File: src/rtl/memory_stage_if.sv
// Data-memory request/response bus between the memory stage and the data RAM.
interface memory_stage_if;
    logic        req;
    logic        we;
    logic [15:0] addr;
    logic [15:0] wdata;
    logic [15:0] rdata;
    logic        ack;

    modport master (output req, we, addr, wdata, input rdata, ack);
    modport slave  (input req, we, addr, wdata, output rdata, ack);
endinterface

File: src/rtl/memory_stage.sv
// Memory pipeline stage: holds one instruction, performs its data-memory access with an
// ack timeout, and presents the result to the write stage.
//   state | meaning
//   IDLE  | M holds a non-memory op or a bubble; a new instruction loads every cycle
//   REQ   | access outstanding; upstream stalled, output is a bubble
//   DONE  | access acked; M presented for one cycle while the next instruction loads
module memory_stage #(
    parameter int unsigned ACK_TIMEOUT = 15
) (
    input  logic           clk,
    input  logic           reset,
    input  logic           ex_valid,
    input  logic           ex_RegWrite,
    input  logic           ex_RegStore,
    input  logic           ex_MemRead,
    input  logic           ex_MemWrite,
    input  logic [15:0]    ex_ALUResult,
    input  logic [15:0]    ex_StoreData,
    input  logic [2:0]     ex_rd,
    output logic           stall,
    memory_stage_if.master mem,
    output logic           RegWrite,
    output logic           RegStore,
    output logic [15:0]    ALUResult,
    output logic [15:0]    StoreMem,
    output logic [2:0]     rdWB,
    output logic           mem_err
);
    typedef enum logic [1:0] {IDLE = 2'd0, REQ = 2'd1, DONE = 2'd2} state_t;

    localparam logic [3:0] LAST_WAIT = 4'(ACK_TIMEOUT - 1);

    state_t      state, stateNext;
    logic        loadM, timeout, inReq, bubble;
    logic        mValid, mRegWrite, mRegStore, mMemRead, mMemWrite;
    logic [15:0] mAluResult, mStoreData, rdataQ;
    logic [2:0]  mRd;
    logic [3:0]  waitCnt;
    logic        memErr;

    always_ff @(posedge clk or negedge reset) begin
        if (!reset) state <= IDLE;
        else        state <= stateNext;
    end

    always_comb begin
        stateNext = state;
        loadM     = 1'b0;
        timeout   = 1'b0;
        case (state)
            IDLE, DONE: begin
                loadM     = 1'b1;
                stateNext = (ex_valid && (ex_MemRead || ex_MemWrite)) ? REQ : IDLE;
            end
            REQ: begin
                // An ack in the final wait cycle still wins over the timeout.
                if (mem.ack) begin
                    stateNext = DONE;
                end else if (waitCnt == LAST_WAIT) begin
                    stateNext = IDLE;
                    timeout   = 1'b1;
                end
            end
            default: stateNext = IDLE;
        endcase
    end

    assign inReq = (state == REQ);
    assign stall = inReq;

    always_ff @(posedge clk or negedge reset) begin
        if (!reset) begin
            mValid     <= 1'b0;
            mRegWrite  <= 1'b0;
            mRegStore  <= 1'b0;
            mMemRead   <= 1'b0;
            mMemWrite  <= 1'b0;
            mAluResult <= '0;
            mStoreData <= '0;
            mRd        <= '0;
            waitCnt    <= '0;
            rdataQ     <= '0;
            memErr     <= 1'b0;
        end else begin
            if (loadM) begin
                mValid     <= ex_valid;
                mRegWrite  <= ex_RegWrite;
                mRegStore  <= ex_RegStore;
                mMemRead   <= ex_MemRead;
                mMemWrite  <= ex_MemWrite;
                mAluResult <= ex_ALUResult;
                mStoreData <= ex_StoreData;
                mRd        <= ex_rd;
                waitCnt    <= '0;
            end else begin
                if (inReq && !mem.ack) waitCnt <= waitCnt + 4'd1;
                // A timed-out access is squashed so it never reaches writeback.
                if (timeout) mValid <= 1'b0;
            end
            if (inReq && mem.ack) rdataQ <= mem.rdata;
            if (timeout)          memErr <= 1'b1;
        end
    end

    assign bubble = !mValid || inReq;

    always_comb begin
        RegWrite  = 1'b0;
        RegStore  = 1'b0;
        ALUResult = '0;
        StoreMem  = '0;
        rdWB      = '0;
        if (!bubble) begin
            RegWrite  = mRegWrite;
            RegStore  = mRegStore;
            ALUResult = mAluResult;
            rdWB      = mRd;
            // Write wins when both read and write are set, so only pure loads return data.
            if (state == DONE && mMemRead && !mMemWrite) StoreMem = rdataQ;
        end
    end

    assign mem.req   = inReq;
    assign mem.we    = inReq & mMemWrite;
    assign mem.addr  = inReq ? mAluResult : '0;
    assign mem.wdata = inReq ? mStoreData : '0;
    assign mem_err   = memErr;
endmodule

File: src/flat_wrapper.sv
// flat-port wrapper written by rule: the top's interface ports become plain ports
module memory_stage_flat 
#(
    parameter int unsigned ACK_TIMEOUT = 15
)
  (clk, reset, ex_valid, ex_RegWrite, ex_RegStore, ex_MemRead, ex_MemWrite, ex_ALUResult, ex_StoreData, ex_rd, stall, RegWrite, RegStore, ALUResult, StoreMem, rdWB, mem_err, mem_req, mem_we, mem_addr, mem_wdata, mem_rdata, mem_ack);
  memory_stage_if mem_i ();
  input  logic clk;
  input  logic reset;
  input  logic ex_valid;
  input  logic ex_RegWrite;
  input  logic ex_RegStore;
  input  logic ex_MemRead;
  input  logic ex_MemWrite;
  input  logic [15:0] ex_ALUResult;
  input  logic [15:0] ex_StoreData;
  input  logic [2:0] ex_rd;
  output logic stall;
  output logic RegWrite;
  output logic RegStore;
  output logic [15:0] ALUResult;
  output logic [15:0] StoreMem;
  output logic [2:0] rdWB;
  output logic mem_err;
  output wire logic [$bits(mem_i.req)-1:0] mem_req;
  output wire logic [$bits(mem_i.we)-1:0] mem_we;
  output wire logic [$bits(mem_i.addr)-1:0] mem_addr;
  output wire logic [$bits(mem_i.wdata)-1:0] mem_wdata;
  input wire logic [$bits(mem_i.rdata)-1:0] mem_rdata;
  input wire logic [$bits(mem_i.ack)-1:0] mem_ack;
  assign mem_req = mem_i.req;
  assign mem_we = mem_i.we;
  assign mem_addr = mem_i.addr;
  assign mem_wdata = mem_i.wdata;
  assign mem_i.rdata = mem_rdata;
  assign mem_i.ack = mem_ack;
  memory_stage #(.ACK_TIMEOUT(ACK_TIMEOUT)) u_core (.clk(clk), .reset(reset), .ex_valid(ex_valid), .ex_RegWrite(ex_RegWrite), .ex_RegStore(ex_RegStore), .ex_MemRead(ex_MemRead), .ex_MemWrite(ex_MemWrite), .ex_ALUResult(ex_ALUResult), .ex_StoreData(ex_StoreData), .ex_rd(ex_rd), .stall(stall), .mem(mem_i), .RegWrite(RegWrite), .RegStore(RegStore), .ALUResult(ALUResult), .StoreMem(StoreMem), .rdWB(rdWB), .mem_err(mem_err));
endmodule
File: config.mk
export PLATFORM = sky130hd
export DESIGN_NAME = memory_stage_flat
export DESIGN_NICKNAME = d
export VERILOG_FILES = /design/src/rtl/memory_stage_if.sv /design/src/rtl/memory_stage.sv /design/src/flat_wrapper.sv
export SDC_FILE = /design/constraint.sdc
export NUM_CORES = 1
export LEC_CHECK = 0
export BUFFER_PORTS_ARGS = -buffer_cell sky130_fd_sc_hd__buf_2
export CAP_MARGIN = 15
export CORE_MARGIN = 5
export CORE_UTILIZATION = 46
export DETAILED_ROUTE_END_ITERATION = 8
export PLACE_DENSITY_LB_ADDON = 0.25
export SLEW_MARGIN = 15
export SYNTH_ARGS = -nofsm -noshare
export SYNTH_HDL_FRONTEND = slang
export SYNTH_SLANG_ARGS = --single-unit
File: constraint.sdc
create_clock -name clk -period 3.3 [get_ports clk]
set_input_delay 0.165 -clock clk [delete_from_list [all_inputs] [get_ports clk]]
set_output_delay 0.165 -clock clk [all_outputs]
set_load 0.05 [all_outputs]
# Word level (Yosys, flattened, before mapping)
# Cells that the tools add are included.
# Widths: inputs -> output; s select.
[totals]
elab_cells = 52
regBits = 63
out_inout_bits = 73
in_bits = 59
[classes]
eq_ne = 4
addsub = 1
n_mux = 20
bitwise_logic = 1
reduce_logical = 14
[op_table]
columns = ["cell", "count"]
rows = [
  ["$mux 16", 5],
  ["$mux 1", 9],
  ["$mux 4", 2],
  ["$logic_and 1x1->1", 5],
  ["$add 4x1->4 const B", 1],
  ["$eq 4x4->1 const B", 1],
  ["$mux 2", 2],
  ["$pmux 2 s2", 1],
  ["$reduce_bool 2->1", 2],
  ["$logic_not 1->1", 3],
  ["$mux 3", 1],
  ["$ne 3x3->1 const B", 1],
  ["$eq 2x1->1 const B", 1],
  ["$eq 2x2->1 const B", 1],
  ["$logic_not 2->1", 1],
  ["$logic_or 1x1->1", 2],
  ["$reduce_or 2->1", 1],
  ["$and 1x1->1", 1],
]

# Logic depth before layout (Yosys ltp)
[depth]
depth_word = 6
ltp_mapped = 6

# Worst setup path after synthesis
# OpenSTA, ideal clock, no wires.
[synth_path]
path_kind = "register to output"
from = "reg u_core.state[1]"
to = "out mem_addr[10]"
stages_incl_launch_ff = 6
slack_ns = 1.288
arrival_ns = 1.847
n_path_buf = 2
cell_sequence = "dfrtp_1 buf_6 nand2b_4 inv_6 clkbuf_1 and2_1"
[synth_via]
elab_chain_len = 2
[synth_lines]
columns = ["item", "line", "text"]
rows = [
  ["start: declaration", "memory_stage.sv:33", "state_t state, stateNext;"],
  ["start signal: assignment", "memory_stage.sv:43", "else state <= stateNext;"],
  ["$eq 2x1->1", "memory_stage.sv:68", "assign inReq = (state == REQ);"],
  ["via mem_req", "flat_wrapper.sv:25", "output wire logic [$bits(mem_i.req)-1:0] mem_req;"],
  ["$mux 16", "memory_stage.sv:125", "assign mem.addr = inReq ? mAluResult : '0;"],
  ["end: declaration", "flat_wrapper.sv:27", "output wire logic [$bits(mem_i.addr)-1:0] mem_addr;"],
]
# The timed path passes the listed nets, and every way through them passes these cells.

# Worst setup path after layout
[layout_path]
from = "reg u_core.mValid"
to = "out StoreMem[4]"
[layout_via]
elab_chain_len = 3
[layout_lines]
columns = ["item", "line", "text"]
rows = [
  ["start: declaration", "memory_stage.sv:35", "logic mValid, mRegWrite, mRegStore, mMemRead, mMemWrite;"],
  ["start signal: assignment", "memory_stage.sv:86", "mValid <= ex_valid;"],
  ["$logic_not 1->1", "memory_stage.sv:105", "assign bubble = !mValid || inReq;"],
  ["$logic_or 1x1->1", "memory_stage.sv:105", ""],
  ["$mux 16", "memory_stage.sv:113", "if (!bubble) begin"],
  ["end: declaration", "flat_wrapper.sv:22", "output logic [15:0] StoreMem;"],
]
# Every way passes these cells.

==> impl_metrics.ini <==
[detailed_routing]
ant_nets = 0
detail_route.first_pass.iterations = 4
vias_per_cell = 4.82
route.vias.total = 2138
detail_route.wl_per_cell_um = 14.6
route.final.wire_length_mm = 6.47
drc_marker_count_from_the_first_detailed_route_iteration = 79
remaining_drc_errors = 0

[sta]
totalNegativeSetupSlack_ns = 0
max_slew_margin_pct = 38.3
rsz0062_at_grt = false
hold_ws_ns = -0.0231
layout_worst_path_cycle_share_pct = 75.8
max_slew.worst_pin.slew_ns = 0.926
slew_violations = 0
setup_viol_count_final = 0
final_hold_viol_count = 41
finClkSkew_ns = 0.00556
max_freq_mhz = 400
fin_crit_ns = 2.50

[grt]
grt_usage_pct = 16.1
grt_pass1_wl_mm = 10.8
antenna_found_initial = 0
grt_start_max_net_pins = 43
grt_pass1_vias = 2196
total_congestion_overflow_after_global_routing = 0

[pwr]
static-leakage-power_uw = 0.00205
power_uw = 2480
powerDensity_nw_per_um2 = 651
max-vdd-ir-drop_mv = 0.329

[clocking]
clkSinkCount = 63
cts_root_buffer = sky130_fd_sc_hd__clkbuf_8
post_cts.resized_instances = 0
tritoncts = yes
cts_inserted_buffers = 9
maximum_level_of_the_cts_h_tree = 3
clk_pin_slew_worst_paths_ns = 0.06
max-clock-path-buffers = 2
postCtsSetupRepairBufs = 0
clk_latency_ns = 0.32
cts_hold_buf = 0

[critical_path]
arrival_ns = 2.34
reg2reg_setup_slack_ns = 1.47
worst_r2r_path_depth = 4
worstSetupEndpointType = primary output
slowest_delay_ns = 0.69
worstSetupStartpoint = u_core.mValid$_DFFE_PN0P_
regToRegStartpoint = u_core.state[0]$_DFFE_PN0P_
startpoint_type = flip-flop
required_ns = 3.13
critPathCapture = StoreMem[4]
worst_r2r_endpoint = u_core.rdataQ[7]$_DFFE_PN0P_
crit_type = reg -> out
worst-path-max-fanout = 23
worstPathCellList = nand4b_1 > nor2_1 > and2_1 > buf_2
cp_slowest_cell = sky130_fd_sc_hd__dfrtp_1

[synthesis]
synthTopCellsByArea = sky130_fd_sc_hd__dfrtp_1 (53%), sky130_fd_sc_hd__mux2_2 (17%), sky130_fd_sc_hd__and2_1 (10%)
synth-simple-area-share_pct = 18.2
yosysSeqAreaShare_pct = 52.6
synth-xor-area-share_pct = 0.292
main_combinational_cell_family_by_area_after_synthesis = multiplexers
netlist-cell-type-count = 30
yosysWarningCount = 0
postSynthAreaPerCell_um2 = 12.8
yosys_register_bits = 63
syn-instance-count = 235
synth.top_cell.area_share_pct = 52.6
synth_fp_nets = 296
netlist_area_um2 = 3000
synth_compound_area_share_pct = 2.25
netlist.top_cell.by_area = sky130_fd_sc_hd__dfrtp_1
synth_adder_area_share_pct = 0.835
post_synth_mux_area_share_pct = 21.8

[final_layout]
post_route_cells_drive_above_1_share_pct = 55.0
layout.area.seq_um2 = 1580
ant_diodes = 0
n_fill_cell = 531
areaGrowthSynthToFinish_pct = 27.2
finalNetCount = 423
final_cells = 444
multi_input_comb_area_um2 = 1300

[floorplanning]
ioPinCount = 132
initial_core_util_pct = 47.2
fp.dieArea_um2 = 8230
chipHeight_um = 90.7
core_area_um2 = 6350
floorplan.rows = 29
fp.dieW_um = 90.7

[worst_hold_path]
holdCritPathClass = in -> async

[outcome]
violations = negative hold slack
outcome = finished, violations left

[place]
dp_hpwl_mm = 4.66
dp.cells = 428
port_buffers = 131
routabilityCongestion = 0.735

[run]
max-cap-violations = 0
[registers in the layout, indices dropped and copies added (netlist names)]
name,count
u_core.mAluResult,16
u_core.mMemWrite,1
u_core.mRegWrite,1
u_core.mem_err,1
u_core.mValid,1
u_core.waitCnt,4
u_core.mStoreData,16
u_core.mRegStore,1
u_core.mRd,3
u_core.mMemRead,1
u_core.rdataQ,16
u_core.state,2
[Yosys cell counts]
cell type and count:
sky130_fd_sc_hd__inv_6 1, sky130_fd_sc_hd__buf_6 2, sky130_fd_sc_hd__nand2b_1 1, sky130_fd_sc_hd__inv_1 2
sky130_fd_sc_hd__buf_4 1, sky130_fd_sc_hd__nand2_1 1, sky130_fd_sc_hd__nor3b_1 1, sky130_fd_sc_hd__a41o_1 1
sky130_fd_sc_hd__clkbuf_1 8, sky130_fd_sc_hd__mux2_2 46, sky130_fd_sc_hd__ha_1 2, sky130_fd_sc_hd__dfrtp_1 63
sky130_fd_sc_hd__nand4b_1 1, sky130_fd_sc_hd__nand2b_4 1, sky130_fd_sc_hd__and3_1 21, sky130_fd_sc_hd__nand2_8 1
sky130_fd_sc_hd__o31ai_1 1, sky130_fd_sc_hd__o2bb2ai_1 1, sky130_fd_sc_hd__or3_1 2, sky130_fd_sc_hd__buf_12 1
sky130_fd_sc_hd__or4_1 1, sky130_fd_sc_hd__mux2_4 9, sky130_fd_sc_hd__nand3_1 2, sky130_fd_sc_hd__xor2_1 1
sky130_fd_sc_hd__o311ai_0 1, sky130_fd_sc_hd__nor2_1 3, sky130_fd_sc_hd__and2_1 50, sky130_fd_sc_hd__o21ai_0 2
sky130_fd_sc_hd__a21boi_0 3, sky130_fd_sc_hd__buf_2 5
[power breakdown]
group / internal, uW / switching, uW / total [uW]
Clock: 273 / 262 / 535
Sequential: 938 / 114 / 1050
Combinational: 327 / 568 / 895
[worst max-delay path: cells and delay by family, from the launching register on]
kind	cells	cell delay [ns]
and+or+nand+nor	3	1.06
buffers and inverters	1	0.26
DFF	1	0.69
[logic make-up after synthesis]
family,Yosys count
simple gates,85
xor+xnor,1
fa+ha+maj,2
buf+inv,20
compound gates,9
mux,55
flops,63
[per-stage QoR]
step	cell area, um2	util, %	worst slack (ns)
CTS	3810	60.0	0.743
detailed placement	3660	57.7	1.10
global placement	3660	57.7	1.23
finish	3810	60.0	0.798
floorplan	3000	-	1.29
global route	3810	60.0	0.509
[metal layers]
metal  track usage (%)  vias to the layer above  share of wire, %
li1                  -                     1056                 -
met1              21.2                      978                45
met2              23.8                      100                43
met3              6.58                        4                11
met4              5.58                        0              0.65
met5                 0                        -                 0
[placed cells by master (no fill, tap or decap), types with 2 or more instances in the layout]
cell and count:
sky130_fd_sc_hd__or3_1 2, sky130_fd_sc_hd__nor2_1 3, sky130_fd_sc_hd__ha_1 2, sky130_fd_sc_hd__mux2_2 46, sky130_fd_sc_hd__buf_4 2, sky130_fd_sc_hd__and3_1 21
sky130_fd_sc_hd__a21boi_0 3, sky130_fd_sc_hd__clkbuf_8 9, sky130_fd_sc_hd__dfrtp_1 62, sky130_fd_sc_hd__buf_2 131, sky130_fd_sc_hd__and2_1 50, sky130_fd_sc_hd__mux2_4 9
sky130_fd_sc_hd__inv_1 2, sky130_fd_sc_hd__nand3_1 2, sky130_fd_sc_hd__clkbuf_1 6, sky130_fd_sc_hd__o21ai_0 2
[how the worst min path moves through the flow]
stage	slack, ns	cells past startpoint	from	end
floorplan	-0.13	0	reset	u_core.mAluResult[0]$_DFFE_PN0N_
global placement	0.35	1	reset	u_core.mStoreData[13]$_DFFE_PN0N_
detailed placement	0.36	1	reset	u_core.mStoreData[13]$_DFFE_PN0N_
CTS	0.006	1	reset	u_core.mStoreData[13]$_DFFE_PN0N_
global route	0.04	2	mem_rdata[13]	u_core.rdataQ[13]$_DFFE_PN0P_
finish	-0.02	1	reset	u_core.mStoreData[13]$_DFFE_PN0N_
[cell type report]
type | count | area share, %
well taps | 77 | 2.53
repair buffers | 133 | 17.6
multi-input cells | 152 | 34.1
inverters | 3 | 0.427
clock buffers | 15 | 3.84
flip-flops and latches | 63 | 41.4
clock inverters | 1 | 0.131
Note: power is estimated with default switching activity, not from simulation.
